==> src/rtl/wb_shift_ctrl_if.sv <==
// Bus and engine-handshake bundle for the LED sweep controller.
interface wb_shift_ctrl_if;
    logic        i_wb_cyc;
    logic        i_wb_stb;
    logic        i_wb_we;
    logic [1:0]  i_wb_addr;
    logic [31:0] i_wb_data;
    logic        o_wb_ack;
    logic        o_wb_stall;
    logic [31:0] o_wb_data;
    logic        o_request;
    logic        i_busy;
    logic        o_irq;

    // Controller side
    modport slave (
        input  i_wb_cyc,
        input  i_wb_stb,
        input  i_wb_we,
        input  i_wb_addr,
        input  i_wb_data,
        output o_wb_ack,
        output o_wb_stall,
        output o_wb_data,
        output o_request,
        input  i_busy,
        output o_irq
    );

    // Bus master plus shift engine side
    modport master (
        output i_wb_cyc,
        output i_wb_stb,
        output i_wb_we,
        output i_wb_addr,
        output i_wb_data,
        input  o_wb_ack,
        input  o_wb_stall,
        input  o_wb_data,
        input  o_request,
        output i_busy,
        input  o_irq
    );
endinterface

==> src/rtl/wb_shift_ctrl.sv <==
// Wishbone-controlled sweep sequencer: queues sweep requests for an LED
// shift engine, tracks completions and timeouts, and interrupts on drain.
module wb_shift_ctrl #(
    parameter int unsigned PEND_W        = 8,
    parameter int unsigned START_TIMEOUT = 4
) (
    input  logic           i_clk,
    input  logic           i_reset_n,
    wb_shift_ctrl_if.slave bus
);

    localparam int unsigned TMO_W   = (START_TIMEOUT > 1) ? $clog2(START_TIMEOUT) : 1;
    localparam int unsigned DONE_W  = 16;
    localparam int unsigned DATA_W  = 32;
    localparam logic [1:0] A_CTRL   = 2'd0;
    localparam logic [1:0] A_STATUS = 2'd1;
    localparam logic [1:0] A_DONE   = 2'd2;

    typedef enum logic [1:0] {
        S_IDLE       = 2'd0,
        S_REQ        = 2'd1,
        S_WAIT_START = 2'd2,
        S_WAIT_DONE  = 2'd3
    } state_t;

    state_t              state_q;
    state_t              state_d;
    logic [PEND_W-1:0]   pend_q;
    logic [PEND_W-1:0]   pend_d;
    logic [PEND_W-1:0]   pend_dec;
    logic [PEND_W:0]     pend_add;
    logic [DONE_W-1:0]   done_q;
    logic                err_q;
    logic                live_q;
    logic [TMO_W-1:0]    tmo_q;
    logic [TMO_W-1:0]    tmo_d;
    logic                sweep_done;
    logic                timeout;
    logic                xfer;
    logic                rd_req;
    logic                ctrl_wr;
    logic                stat_wr;
    logic                done_wr;
    logic [DATA_W-1:0]   status;
    logic [DATA_W-1:0]   rdata_d;
    logic                ack_q;
    logic                req_q;
    logic                irq_q;
    logic [DATA_W-1:0]   rdata_q;
    logic                unused_data;

    // Upper write-data bits carry no meaning for any register
    assign unused_data = ^bus.i_wb_data[DATA_W-1:9];

    // Bus decode; strobes in the first cycle out of reset are not accepted
    always_comb begin
        xfer    = live_q & bus.i_wb_cyc & bus.i_wb_stb;
        rd_req  = xfer & ~bus.i_wb_we;
        ctrl_wr = xfer & bus.i_wb_we & (bus.i_wb_addr == A_CTRL);
        stat_wr = xfer & bus.i_wb_we & (bus.i_wb_addr == A_STATUS);
        done_wr = xfer & bus.i_wb_we & (bus.i_wb_addr == A_DONE);
    end

    // State register
    always_ff @(posedge i_clk or negedge i_reset_n) begin
        if (!i_reset_n) begin
            state_q <= S_IDLE;
        end else begin
            state_q <= state_d;
        end
    end

    // Next-state logic
    always_comb begin
        state_d = state_q;
        unique case (state_q)
            S_IDLE: begin
                if ((pend_q != '0) && !bus.i_busy) state_d = S_REQ;
            end
            S_REQ: begin
                state_d = S_WAIT_START;
            end
            S_WAIT_START: begin
                if (bus.i_busy)   state_d = S_WAIT_DONE;
                else if (timeout) state_d = S_IDLE;
            end
            S_WAIT_DONE: begin
                if (!bus.i_busy) state_d = S_IDLE;
            end
            default: state_d = S_IDLE;
        endcase
    end

    // FSM outputs: start-timeout counting, sweep completion and timeout events
    always_comb begin
        tmo_d      = '0;
        sweep_done = 1'b0;
        timeout    = 1'b0;
        unique case (state_q)
            S_WAIT_START: begin
                if (!bus.i_busy) begin
                    if (tmo_q == TMO_W'(START_TIMEOUT - 1)) timeout = 1'b1;
                    else                                   tmo_d   = tmo_q + TMO_W'(1);
                end
            end
            S_WAIT_DONE: begin
                sweep_done = ~bus.i_busy;
            end
            default: ;
        endcase
    end

    // Pending count: non-underflowing decrement first, then clear or saturating add
    always_comb begin
        pend_dec = pend_q;
        if ((sweep_done || timeout) && (pend_q != '0)) pend_dec = pend_q - PEND_W'(1);
        pend_add = {1'b0, pend_dec} + {1'b0, bus.i_wb_data[PEND_W-1:0]};
        pend_d   = pend_dec;
        if (ctrl_wr) begin
            if (bus.i_wb_data[8])        pend_d = '0;
            else if (pend_add[PEND_W])   pend_d = '1;
            else                         pend_d = pend_add[PEND_W-1:0];
        end
    end

    // Read mux from the pre-edge register view
    always_comb begin
        status                = '0;
        status[31]            = err_q;
        status[30]            = bus.i_busy;
        status[17:16]         = 2'(state_q);
        status[PEND_W-1:0]    = pend_q;
        rdata_d               = '0;
        unique case (bus.i_wb_addr)
            A_STATUS: rdata_d = status;
            A_DONE:   rdata_d = {{(DATA_W - DONE_W){1'b0}}, done_q};
            default:  rdata_d = '0;
        endcase
    end

    // Control/status registers
    always_ff @(posedge i_clk or negedge i_reset_n) begin
        if (!i_reset_n) begin
            pend_q <= '0;
            done_q <= '0;
            err_q  <= 1'b0;
            tmo_q  <= '0;
            live_q <= 1'b0;
        end else begin
            pend_q <= pend_d;
            tmo_q  <= tmo_d;
            live_q <= 1'b1;
            if (done_wr)         done_q <= '0;
            else if (sweep_done) done_q <= done_q + DONE_W'(1);
            if (timeout)         err_q  <= 1'b1;
            else if (stat_wr)    err_q  <= 1'b0;
        end
    end

    // Registered bus and engine outputs
    always_ff @(posedge i_clk or negedge i_reset_n) begin
        if (!i_reset_n) begin
            ack_q   <= 1'b0;
            rdata_q <= '0;
            req_q   <= 1'b0;
            irq_q   <= 1'b0;
        end else begin
            ack_q   <= xfer;
            rdata_q <= rd_req ? rdata_d : '0;
            req_q   <= (state_d == S_REQ);
            irq_q   <= sweep_done & (pend_d == '0);
        end
    end

    assign bus.o_wb_ack   = ack_q;
    assign bus.o_wb_stall = 1'b0;
    assign bus.o_wb_data  = rdata_q;
    assign bus.o_request  = req_q;
    assign bus.o_irq      = irq_q;

endmodule

==> src/flat_wrapper.sv <==
// flat-port wrapper written by rule: the top's interface ports become plain ports
module wb_shift_ctrl_flat 
#(
    parameter int unsigned PEND_W        = 8,
    parameter int unsigned START_TIMEOUT = 4
)
  (i_clk, i_reset_n, bus_i_wb_cyc, bus_i_wb_stb, bus_i_wb_we, bus_i_wb_addr, bus_i_wb_data, bus_o_wb_ack, bus_o_wb_stall, bus_o_wb_data, bus_o_request, bus_i_busy, bus_o_irq);
  wb_shift_ctrl_if bus_i ();
  input  logic i_clk;
  input  logic i_reset_n;
  input wire logic [$bits(bus_i.i_wb_cyc)-1:0] bus_i_wb_cyc;
  input wire logic [$bits(bus_i.i_wb_stb)-1:0] bus_i_wb_stb;
  input wire logic [$bits(bus_i.i_wb_we)-1:0] bus_i_wb_we;
  input wire logic [$bits(bus_i.i_wb_addr)-1:0] bus_i_wb_addr;
  input wire logic [$bits(bus_i.i_wb_data)-1:0] bus_i_wb_data;
  output wire logic [$bits(bus_i.o_wb_ack)-1:0] bus_o_wb_ack;
  output wire logic [$bits(bus_i.o_wb_stall)-1:0] bus_o_wb_stall;
  output wire logic [$bits(bus_i.o_wb_data)-1:0] bus_o_wb_data;
  output wire logic [$bits(bus_i.o_request)-1:0] bus_o_request;
  input wire logic [$bits(bus_i.i_busy)-1:0] bus_i_busy;
  output wire logic [$bits(bus_i.o_irq)-1:0] bus_o_irq;
  assign bus_i.i_wb_cyc = bus_i_wb_cyc;
  assign bus_i.i_wb_stb = bus_i_wb_stb;
  assign bus_i.i_wb_we = bus_i_wb_we;
  assign bus_i.i_wb_addr = bus_i_wb_addr;
  assign bus_i.i_wb_data = bus_i_wb_data;
  assign bus_o_wb_ack = bus_i.o_wb_ack;
  assign bus_o_wb_stall = bus_i.o_wb_stall;
  assign bus_o_wb_data = bus_i.o_wb_data;
  assign bus_o_request = bus_i.o_request;
  assign bus_i.i_busy = bus_i_busy;
  assign bus_o_irq = bus_i.o_irq;
  wb_shift_ctrl #(.PEND_W(PEND_W), .START_TIMEOUT(START_TIMEOUT)) u_core (.i_clk(i_clk), .i_reset_n(i_reset_n), .bus(bus_i));
endmodule
==> config.mk <==
export PLATFORM = sky130hd
export DESIGN_NAME = wb_shift_ctrl_flat
export DESIGN_NICKNAME = d
export VERILOG_FILES = /design/src/rtl/wb_shift_ctrl_if.sv /design/src/rtl/wb_shift_ctrl.sv /design/src/flat_wrapper.sv
export SDC_FILE = /design/constraint.sdc
export NUM_CORES = 1
export LEC_CHECK = 0
export ABC_CLOCK_PERIOD_IN_PS = 9880
export CAP_MARGIN = 5
export CORE_MARGIN = 10
export CORE_UTILIZATION = 45
export CTS_CLUSTER_DIAMETER = 100
export DETAILED_ROUTE_END_ITERATION = 8
export PLACE_DENSITY = 0.74
export SKIP_CTS_REPAIR_TIMING = 1
export SLEW_MARGIN = 10
export SYNTH_ARGS = -nofsm -noshare
export SYNTH_HDL_FRONTEND = slang
export SYNTH_SLANG_ARGS = --single-unit
export TNS_END_PERCENT = 100
==> constraint.sdc <==
create_clock -name i_clk -period 9.88 [get_ports i_clk]
set_input_delay 0.988 -clock i_clk [delete_from_list [all_inputs] [get_ports i_clk]]
set_output_delay 0.988 -clock i_clk [all_outputs]
set_load 0.02 [all_outputs]
==> impl_results.md <==
- Fin area: 3460 um^2
- CP Launch Point: bus_i_busy
- Die area: between 10000 and 15000 um^2
- Clock slew at reported path FFs: 0.10 ns
- Clock Skews: approximately 0.0077 ns
- Slew HR: roughly 50%
- Rows: 29
- CP Max Fanout: 6
- Flop-to-flop setup slack: 6.16 ns
- Leakage power: 0.00160 uW
- CORE AREA: 6390 um^2
- Total track usage: between 10% and 20%
- Io pins: 76
- Fillers: ~550
- Register bit total from synthesis: 53
- Reg-to-reg startpoint: u_core.pend_q[0]
- Post-Route WL: 5910 um
- Ys Warns: 0
- Syn Area/Cell: a little over 10 um^2
- Post-Synthesis Cells: 290
- Fmax: roughly 240 MHz
- 1st-iter DRT viols: 96
- Fin. Hold Viols: 0
- Nets: about 390
- Number of optimization iterations in the first detailed-route pass: 4
- Synth area leader: dfrtp_1
- Post-synth top area share: between 40 and 50%
- Crit end category: flip-flop
- Max cap viols: 0
- Part of the cycle the worst path needs: between 40 and 50%
- Met1 WL: 2690 um
- Worst hold path class: flip-flop to flip-flop
- Clock Sinks: 53
- Worst Max-Slew Pin Slew: roughly 0.73 ns
- Chip height: 101 um
- R2R depth: 17
- Maximum VDD drop: 130 uV
- Layout Area Growth over Synthesis: 16.4%
- First-pass GRT wire length: 9770 um
- Drt wl/cell: about 15 um
- Met3 wire length: 369 um
- PD cells: 209 nW/um^2
- Async set-reset flop share out of synthesis: 100%
- WL met2: 2760 um
- Arrival @ worst endpoint: 4.44 ns
- Min Tclk post-route: roughly 4.2 ns
- Post-DP Area: 3360 um^2
- Max clock buf depth: 2
- DR vias: around 2100
- Routed vias/inst: 5.17
- Top FF cell, synth: dfrtp_1
- Worst Path Required: 10.10 ns
- Post-synth EDFFs: 0
- Largest net degree at the start of global routing: 54
- Global placement routability congestion: 0.836
- Max H-tree Level: 2
- Vias in the first global route: 2141
- Crit path capture: u_core.bus.o_irq
- Synth cell count leaders: dfrtp_1, nor2_1, xor2_1
- Register area share after synthesis: between 40% and 50%
- Setup_tns: 0 ns
- Starting Density: between 40 and 50%
- ANT nets after route: 0
- Initial antenna violation count: 0
- Post-route insts no fill: 407
- Mapped Area: 2970 um^2
- R2R Path End: u_core.bus.o_irq
- CTS tree: done
- Port Buffers: 39
- Residual DRC: 0
- Die X: 101 um
- Unrepaired setup endpoints after global routing: false
- Top Metal Used: met4
- # diodes: 0
- Slew Limit Fails: 0
- DP HPWL: 4590 um
- Root Driver: clkbuf_8
- Latest clock arrival within the worst-skew pair: 0.31 ns
- Count leader, synth: dfrtp_1
- Post-Place Cells: 399
- Top cells by area, synth: dfrtp_1, ha_1, xor2_1, nor2_1, buf_4
- Startpoint types: primary input
- Layout cells sized above 1: 9.70%
- Netlist cell types: 58
- WS Path Type: primary input to flip-flop
- GRT overflow: 0
- CTS buffer count: 5
- Final Setup Violations: 0
- Status: completed
## worst min-delay path by stage
stage	slack, ns	end	cells after the start	start
after floorplan	0.41	u_core.tmo_q[0]	1	u_core.tmo_q[0]
after global placement	0.43	u_core.tmo_q[0]	1	u_core.tmo_q[0]
final	0.44	u_core.tmo_q[0]	1	u_core.tmo_q[0]
after CTS	0.45	u_core.tmo_q[0]	1	u_core.tmo_q[0]
after detailed placement	0.43	u_core.tmo_q[0]	1	u_core.tmo_q[0]
after global routing	0.46	u_core.tmo_q[0]	1	u_core.tmo_q[0]
## per-stage QoR
stage	total power [uW]	setup slack, ns	util (%)	hold WS (ns)
3_5_place_dp	597	5.29	52.6	0.431
4_1_cts	728	5.62	54.1	0.446
2_1_floorplan	538	6.15	-	0.412
3_3_place_gp	590	5.28	52.6	0.430
5_1_grt	777	5.37	54.1	0.459
6_report	724	5.66	54.1	0.441
## layout make-up
cell class                      count  area, um^2  area share, %
Sequential cell                    53        1330           38.4
Clock buffer                        5        68.8           1.99
Clock inverter                      3        26.3          0.760
Timing Repair Buffer               40         393           11.4
Multi-Input combinational cell    217        1500           43.4
Tap cell                           77        96.3           2.79
Inverter                           12        45.0           1.30
## logic make-up after synthesis
group	count (synthesis)	synth area share (%)
AOI/OAI and AO/OA	56	13.7
xor gates and xnor gates	20	6.15
adders and majority gates	16	6.99
buffers and inverters	32	6.32
DFF	53	44.7
muxes	4	1.73
other	2	0.253
and+or+nand+nor	107	20.2
## layer usage
metal  vias up  GRT usage (%)
met2        53           19.3
met3         9           2.59
li1       1065              -
met4         0           4.39
met1       979           13.8
met5         -              0
## power by group
part / switching, uW / internal (uW)
registers: 55.5 / 249
clock network: 76.0 / 51.6
logic: 160 / 133
## worst max-delay path: stages
cell,delay (ns)
clkdlybuf4s50_1,0.47
and2b_4,0.34
o21ai_4,0.09
or3_4,0.38
nor4_4,0.16
mux2_4,0.35
ha_1,0.36
a21oi_1,0.19
a21boi_1,0.26
o21a_1,0.28
a21oi_1,0.11
a21o_4,0.20
nor4_2,0.27
## layout by cell type, fill, tap and decap left out, types with 11 or more instances in the layout
master and n:
dfrtp_1 53, clkdlybuf4s50_1 38, nor2_1 33, xor2_1 16, a21oi_1 15, ha_1 15
conb_1 14, nand3_1 12, nand2_1 12, inv_1 11
## sequential cells by signal, indices dropped and copies added, names as in the netlist
| register | count |
|---|---|
| u_core.bus.o_wb_data | 20 |
| u_core.state_q | 2 |
| u_core.pend_q | 8 |
| u_core.live_q | 1 |
| u_core.bus.o_wb_ack | 1 |
| u_core.bus.o_request | 1 |
| u_core.err_q | 1 |
| u_core.bus.o_irq | 1 |
| u_core.tmo_q | 2 |
| u_core.done_q | 16 |
No activity file was read; power rests on OpenSTA's default activity.
